<file path="src/rtl/ahb_arb_pkg.sv">
// Shared encodings for the two-master AHB-Lite arbiter: HTRANS codes and arbiter FSM states.
package ahb_arb_pkg;

  typedef enum logic [1:0] {
    HTRANS_IDLE   = 2'b00,
    HTRANS_BUSY   = 2'b01,
    HTRANS_NONSEQ = 2'b10,
    HTRANS_SEQ    = 2'b11
  } htrans_e;

  typedef enum logic [1:0] {
    ST_IDLE = 2'b00,
    ST_BUS0 = 2'b01,
    ST_BUS1 = 2'b10
  } arb_state_e;

endpackage

</file>
<file path="src/rtl/ahb_arb_pick.sv">
// Winner selection between two requesters: fixed priority (M0 first) or round-robin
// against the last master granted. The result is only meaningful when someone requests.
module ahb_arb_pick (
  input  logic [1:0] req_i,
  input  logic       last_i,
  input  logic       mode_i,
  output logic       winner_o
);

  always_comb begin
    winner_o = 1'b0;
    if (!mode_i) begin
      winner_o = ~req_i[0];
    end else begin
      unique case (req_i)
        2'b01:   winner_o = 1'b0;
        2'b10:   winner_o = 1'b1;
        2'b11:   winner_o = ~last_i;
        default: winner_o = 1'b0;
      endcase
    end
  end

endmodule

</file>
<file path="src/rtl/ahblite_arbiter_2m.sv">
// Two-master AHB-Lite arbiter: registered grant FSM, address/data-phase owner tracking
// and slave-side multiplexing of the master request signals.
module ahblite_arbiter_2m
  import ahb_arb_pkg::*;
#(
  parameter int ARB_MODE       = 0,
  parameter int DEFAULT_MASTER = 0
) (
  input  logic        HCLK,
  input  logic        HRESETn,
  input  logic [31:0] M0_HADDR,
  input  logic [1:0]  M0_HTRANS,
  input  logic        M0_HWRITE,
  input  logic [2:0]  M0_HSIZE,
  input  logic [31:0] M0_HWDATA,
  input  logic        M0_HBUSREQ,
  input  logic        M0_HLOCK,
  output logic        M0_HGRANT,
  output logic        M0_HREADY,
  output logic [31:0] M0_HRDATA,
  input  logic [31:0] M1_HADDR,
  input  logic [1:0]  M1_HTRANS,
  input  logic        M1_HWRITE,
  input  logic [2:0]  M1_HSIZE,
  input  logic [31:0] M1_HWDATA,
  input  logic        M1_HBUSREQ,
  input  logic        M1_HLOCK,
  output logic        M1_HGRANT,
  output logic        M1_HREADY,
  output logic [31:0] M1_HRDATA,
  output logic [31:0] HADDR,
  output logic [1:0]  HTRANS,
  output logic        HWRITE,
  output logic [2:0]  HSIZE,
  output logic [31:0] HWDATA,
  input  logic        HREADY,
  input  logic [31:0] HRDATA,
  output logic        HMASTER,
  output logic        HMASTLOCK
);

  localparam logic DFLT = (DEFAULT_MASTER != 0);
  localparam logic MODE = (ARB_MODE != 0);

  arb_state_e state_q, state_d;
  logic       grant_q, grant_d;
  logic       last_q, last_d;
  logic       hmaster_q, hmaster_d;
  logic       dmaster_q, dmaster_d;
  logic [1:0] req;
  logic       winner;
  logic       hold_bus;

  assign req = {M1_HBUSREQ, M0_HBUSREQ};

  ahb_arb_pick u_pick (
    .req_i    (req),
    .last_i   (last_q),
    .mode_i   (MODE),
    .winner_o (winner)
  );

  always_ff @(posedge HCLK or negedge HRESETn) begin
    if (!HRESETn) begin
      state_q   <= ST_IDLE;
      grant_q   <= DFLT;
      last_q    <= 1'b1;
      hmaster_q <= DFLT;
      dmaster_q <= DFLT;
    end else begin
      state_q   <= state_d;
      grant_q   <= grant_d;
      last_q    <= last_d;
      hmaster_q <= hmaster_d;
      dmaster_q <= dmaster_d;
    end
  end

  // The holder keeps the bus while locked or in the middle of a requested burst.
  always_comb begin
    hold_bus = 1'b0;
    if (state_q != ST_IDLE) begin
      if (grant_q) hold_bus = M1_HLOCK | ((M1_HTRANS == HTRANS_SEQ) & M1_HBUSREQ);
      else         hold_bus = M0_HLOCK | ((M0_HTRANS == HTRANS_SEQ) & M0_HBUSREQ);
    end
  end

  always_comb begin
    state_d   = state_q;
    grant_d   = grant_q;
    last_d    = last_q;
    hmaster_d = hmaster_q;
    dmaster_d = dmaster_q;
    if (HREADY) begin
      hmaster_d = grant_q;
      dmaster_d = hmaster_q;
      if (!hold_bus) begin
        if (|req) begin
          grant_d = winner;
          state_d = winner ? ST_BUS1 : ST_BUS0;
        end else begin
          grant_d = DFLT;
          state_d = ST_IDLE;
        end
      end
      // Leaving park or switching owner counts as a new grant for round-robin fairness.
      if ((state_d != state_q) && (state_d != ST_IDLE)) last_d = grant_d;
    end
  end

  assign M0_HGRANT = ~grant_q;
  assign M1_HGRANT = grant_q;

  assign HADDR     = hmaster_q ? M1_HADDR  : M0_HADDR;
  assign HTRANS    = hmaster_q ? M1_HTRANS : M0_HTRANS;
  assign HWRITE    = hmaster_q ? M1_HWRITE : M0_HWRITE;
  assign HSIZE     = hmaster_q ? M1_HSIZE  : M0_HSIZE;
  assign HMASTLOCK = hmaster_q ? M1_HLOCK  : M0_HLOCK;
  assign HWDATA    = dmaster_q ? M1_HWDATA : M0_HWDATA;
  assign HMASTER   = hmaster_q;

  assign M0_HREADY = HREADY;
  assign M1_HREADY = HREADY;
  assign M0_HRDATA = HRDATA;
  assign M1_HRDATA = HRDATA;

endmodule

</file>
<file path="config.mk">
export PLATFORM = sky130hd
export DESIGN_NAME = ahblite_arbiter_2m
export DESIGN_NICKNAME = d
export VERILOG_FILES = /design/src/rtl/ahb_arb_pkg.sv /design/src/rtl/ahb_arb_pick.sv /design/src/rtl/ahblite_arbiter_2m.sv
export SDC_FILE = /design/constraint.sdc
export NUM_CORES = 1
export LEC_CHECK = 0
export ABC_AREA = 1
export CORE_AREA = 4 4 122 124
export CTS_BUF_LIST = sky130_fd_sc_hd__clkbuf_4
export CTS_CLUSTER_DIAMETER = 60
export DETAILED_ROUTE_END_ITERATION = 10
export DIE_AREA = 0 0 126 128
export GPL_ROUTABILITY_DRIVEN = 0
export SLEW_MARGIN = 10
export SYNTH_ARGS = -nofsm -noshare
export SYNTH_HDL_FRONTEND = slang
export SYNTH_SLANG_ARGS = --single-unit
</file>
<file path="constraint.sdc">
create_clock -name HCLK -period 1.48 [get_ports HCLK]
set_clock_uncertainty 0.15 [all_clocks]
set_input_delay 0.222 -clock HCLK [delete_from_list [all_inputs] [get_ports HCLK]]
set_output_delay 0.222 -clock HCLK [all_outputs]
set_load 0.02 [all_outputs]
</file>
# Yosys cells after proc, flatten, opt, wreduce, memory -nomap -nowiden
# Index checks and enable logic that the tools add are counted.
[op_classes]
add_sub_neg = 0
n_lt_le_gt_ge = 0
n_shift = 0
bitwise_logic = 7
muxes = 11
n_eq_ne = 2
n_reduce_logical = 3
n_div = 0
multipliers = 0
[op_table]
columns = ["op", "count"]
rows = [
  ["$mux 32", 2],
  ["$mux 2", 3],
  ["$mux 1", 5],
  ["$eq 2x2->1 const B", 2],
  ["$mux 3", 1],
  ["$not 1->1", 3],
  ["$and 1x1->1", 2],
  ["$or 1x1->1", 2],
  ["$reduce_and 2->1", 1],
  ["$reduce_bool 2->1", 1],
  ["$reduce_or 2->1", 1],
]
[totals]
memories = 0
output_inout_bits = 140
ff_bits = 5
inputBits = 179
rom_bits = 0
latchBits = 0
ramBits = 0

# Logic depth before layout (Yosys ltp)
[depth]
ltp_word = 7
mapped_depth = 7
mapped_depth_nobuf = 7

# Cells and area by module
# Synthesis repeated with hierarchy kept, for this count alone.
[hier_totals]
cells_unflattened = 348
area_unflattened_um2 = 1784.2
[by_module_without_submodules]
columns = ["module", "seq_area_each_um2", "n_inst", "cells_per_inst", "area_per_inst_um2"]
rows = [
  ["ahblite_arbiter_2m", 151.4, 1, 343, 1764.2],
  ["ahb_arb_pick", 0.0, 1, 5, 20.0],
]

# Worst setup path after synthesis
# No wires, ideal clock.
[synth_path]
path_type = "flip-flop to output port"
startpoint = "register hmaster_q (netlist: HMASTER)"
endpoint = "output HADDR[24]"
required_ps = 1108
path_stages_with_launch = 7
arrival_ps = 1091
slack_ps = 17
path_cell_list = "dfrtp_1 -> buf_2 -> inv_2 -> buf_6 -> buf_6 -> nand2_1 -> nand2_1"
[synth_via]
elab_chain_len = 1
[synth_rtl]
columns = ["element", "line", "text"]
rows = [
  ["start, declared", "ahblite_arbiter_2m.sv:48", "logic hmaster_q, hmaster_d;"],
  ["start signal, assigned", "ahblite_arbiter_2m.sv:74", "hmaster_q <= hmaster_d;"],
  ["$mux 32", "ahblite_arbiter_2m.sv:114", "assign HADDR = hmaster_q ? M1_HADDR : M0_HADDR;"],
  ["end, declared", "ahblite_arbiter_2m.sv:31", "output logic [31:0] HADDR,"],
]
# No other way between the ends.

# Final worst setup path
[layout_path]
startpoint = "register hmaster_q (netlist: HMASTER)"
endpoint = "output HADDR[0]"
# Same word-level chain as after synthesis.

==> results_dict.tcl <==
set metrics [dict create \
    max_freq_mhz 604.2 \
    worst_setup_hold_path_clk_slew_ns 0.04 \
    final.period_utilization_pct 111.8 \
    critPathCaptureType "primary output" \
    whs_ns 0.06364 \
    route.detailed.vias_per_inst 3.713 \
    synth_fp_nets 501 \
    timing.max_cap.violations 0 \
    run_status "finished with violations" \
    layout_commonest_cell "clkdlybuf4s50_1" \
    tritoncts.num_buffers 3 \
    flow.area_growth_from_synthesis_pct 198.1 \
    dp_area_um2 3581 \
    holdBufCountCts 0 \
    layout.cells.most_common_list "clkdlybuf4s50_1 (145), nand2_2 (113), buf_6 (74)" \
    worst-slew-pin-transition_ns 0.2431 \
    syn-mean-instance-area_um2 4.985 \
    grt_first_pass_wirelength_mm 12.90 \
    hold_path_class "input port to asynchronous set/reset pin" \
    drt_iter0_markers 31 \
    first_global_vias 2328 \
    critical_path_class "register to primary output" \
    fp-row-count 43 \
    pwr_density_cell_nw_per_um2 788.1 \
    floorplan.initialDensity_pct 11.66 \
    violations "setup timing" \
    post-dp-hpwl_mm 6.920 \
    ios 319 \
    syn-instance-count 322 \
    final_area_um2 4785 \
    cts_tree "yes" \
    via_count 2514 \
    nets 678 \
    crit_path_max_fanout 6 \
    post_synthesis_cell_area_um2 1605 \
    die_area_um2 16130 \
    number_of_i_o_port_buffers 222 \
    clock_root_buffer "clkbuf_4" \
    data_arrival_at_the_endpoint_of_the_critical_path_ns 1.28 \
    finalSetupTns_ns -8.772 \
    relSlewSlack_pct 83.74 \
    largest_net_degree_at_the_start_of_global_routing 17 \
    clock_insertion_delay_worst_skew_ns 0.24 \
    antenna_found_initial 0 \
    finalWorstPathRequiredPeriod_ns 1.655 \
    clock_path_buffers 2 \
    core_um2 13770 \
    filler_cell_count 1433 \
    remaining_global_route_overflow 0 \
    postRouteWirelength_mm 10.17 \
    total_leakage_power_nw 2.308 \
    grt_setup_unrepaired "yes" \
    fraction_of_layout_cells_with_a_size_suffix_above_1_pct 55.33 \
    route.antenna.remaining_nets 0 \
    yosys_warnings 0 \
    routed_wl_per_cell_um 15.03 \
    count_of_inserted_antenna_diode_cells 0 \
    h-tree-depth 1 \
    worst-endpoint-required_ns 1.11 \
    chipWidth_um 126 \
    ys_seq_area_share_pct 6.235 \
    timing_max_transition_violations_final 0 \
    hold_viol_final 0 \
    grt_usage_pct 10.27 \
    layout_setup_ws_ns -0.1751 \
    synth_cell_types 13 \
    remaining_drc_errors 0 \
    numClockSinks 4 \
    ir_drop_uv 315.7 \
    dr_pass1_iterations 3 \
    critPathLaunchType "register" \
    timing.final.setup_violations 72 \
    synth_seq_cells 4 \
    die_h_um 128 \
]
-- state kept, by name, indices dropped and copies added, names as in the netlist --
register and count:
dmaster_q 1, state_q 1, HMASTER 1, M1_HGRANT 1
-- cells in the mapped netlist --
| cell | instances | area [um^2] |
|---|---|---|
| inv_2 | 1 | 3.750 |
| nand3b_1 | 1 | 7.510 |
| nand2_1 | 222 | 833.3 |
| nand3_1 | 3 | 15.01 |
| o21ai_0 | 1 | 5.000 |
| buf_2 | 10 | 50.05 |
| buf_6 | 5 | 56.30 |
| nor2_1 | 1 | 3.750 |
| buf_4 | 66 | 495.5 |
| dfrtp_1 | 4 | 100.1 |
| inv_1 | 6 | 22.52 |
| clkbuf_2 | 1 | 5.000 |
| o21a_1 | 1 | 7.510 |
-- cell families after synthesis --
| family | after synthesis | synth area share [%] |
|---|---|---|
| compound gates | 2 | 0.7793 |
| buf+inv | 89 | 39.44 |
| flops | 4 | 6.236 |
| simple gates | 227 | 53.55 |
-- layer usage --
metal / routed length, um / track usage (%) / share of wire, % / up-vias
met5: 0 / 0 / 0 / -
met3: 952 / 4.333 / 9.4 / 23
met1: 3713 / 11.42 / 36 / 1119
li1: - / - / - / 1243
met4: 189 / 3.155 / 1.9 / 0
met2: 5317 / 17.87 / 52 / 129
-- worst paths after layout --
check | startpoint | end | slack, ns | cells past startpoint
min reg2reg | M1_HGRANT$_DFFE_PN0P_ | M1_HGRANT$_DFFE_PN0P_ | 0.38 | 2
max | HMASTER$_DFFE_PN0P_ | HADDR[0] | -0.18 | 5
max reg2reg | HMASTER$_DFFE_PN0P_ | HMASTER$_DFFE_PN0P_ | 0.04 | 5
max in group asynchronous | HRESETn | dmaster_q$_DFFE_PN0P_ | 0.90 | 1
min in group HCLK | HRDATA[29] | M1_HRDATA[29] | 0.29 | 0
min | HRESETn | state_q[0]$_DFFE_PN0P_ | 0.06 | 1
-- stage by stage --
step	power, mW	cells	util [%]	setup WS (ns)
2_1_floorplan	1.466	322	-	0.01750
3_3_place_gp	2.507	655	26.00	-0.3757
3_5_place_dp	2.494	655	26.00	-0.3739
4_1_cts	3.189	674	29.34	-0.1823
5_1_grt	3.991	677	34.74	-0.2214
6_report	3.771	677	34.74	-0.1751
-- repair_timing --
action	CTS	global route
setup buffers	8	0
gates cloned	8	5
setup endpoints to repair	76	73
gates resized for setup	466	216
pin swaps	13	41
-- final cells by class --
| class | count | area [um^2] | share of cell area [%] |
|---|---|---|---|
| inverter | 7 | 38.79 | 0.8107 |
| multi-input combinational | 229 | 1523 | 31.83 |
| sequential | 4 | 102.6 | 2.144 |
| clock buffer | 3 | 22.52 | 0.4707 |
| tap | 180 | 225.2 | 4.707 |
| timing repair buffer | 254 | 2873 | 60.04 |
-- worst max-delay path, cell delays in order, from the launching register on --
cell	delay, ns
dfrtp_2	0.46
buf_8	0.17
buf_8	0.14
nand2_2	0.06
nand2_2	0.07
buf_6	0.14
-- power by group --
part / switching (mW) / leakage, nW / internal (mW) / total (mW)
registers: 0.0320 / 0.0450 / 0.134 / 0.167
clock network: 0.0493 / 0.0138 / 0.0910 / 0.140
logic: 1.65 / 2.25 / 1.81 / 3.46
total: 1.74 / 2.31 / 2.04 / 3.77
Power figures use the tool's default switching activity.
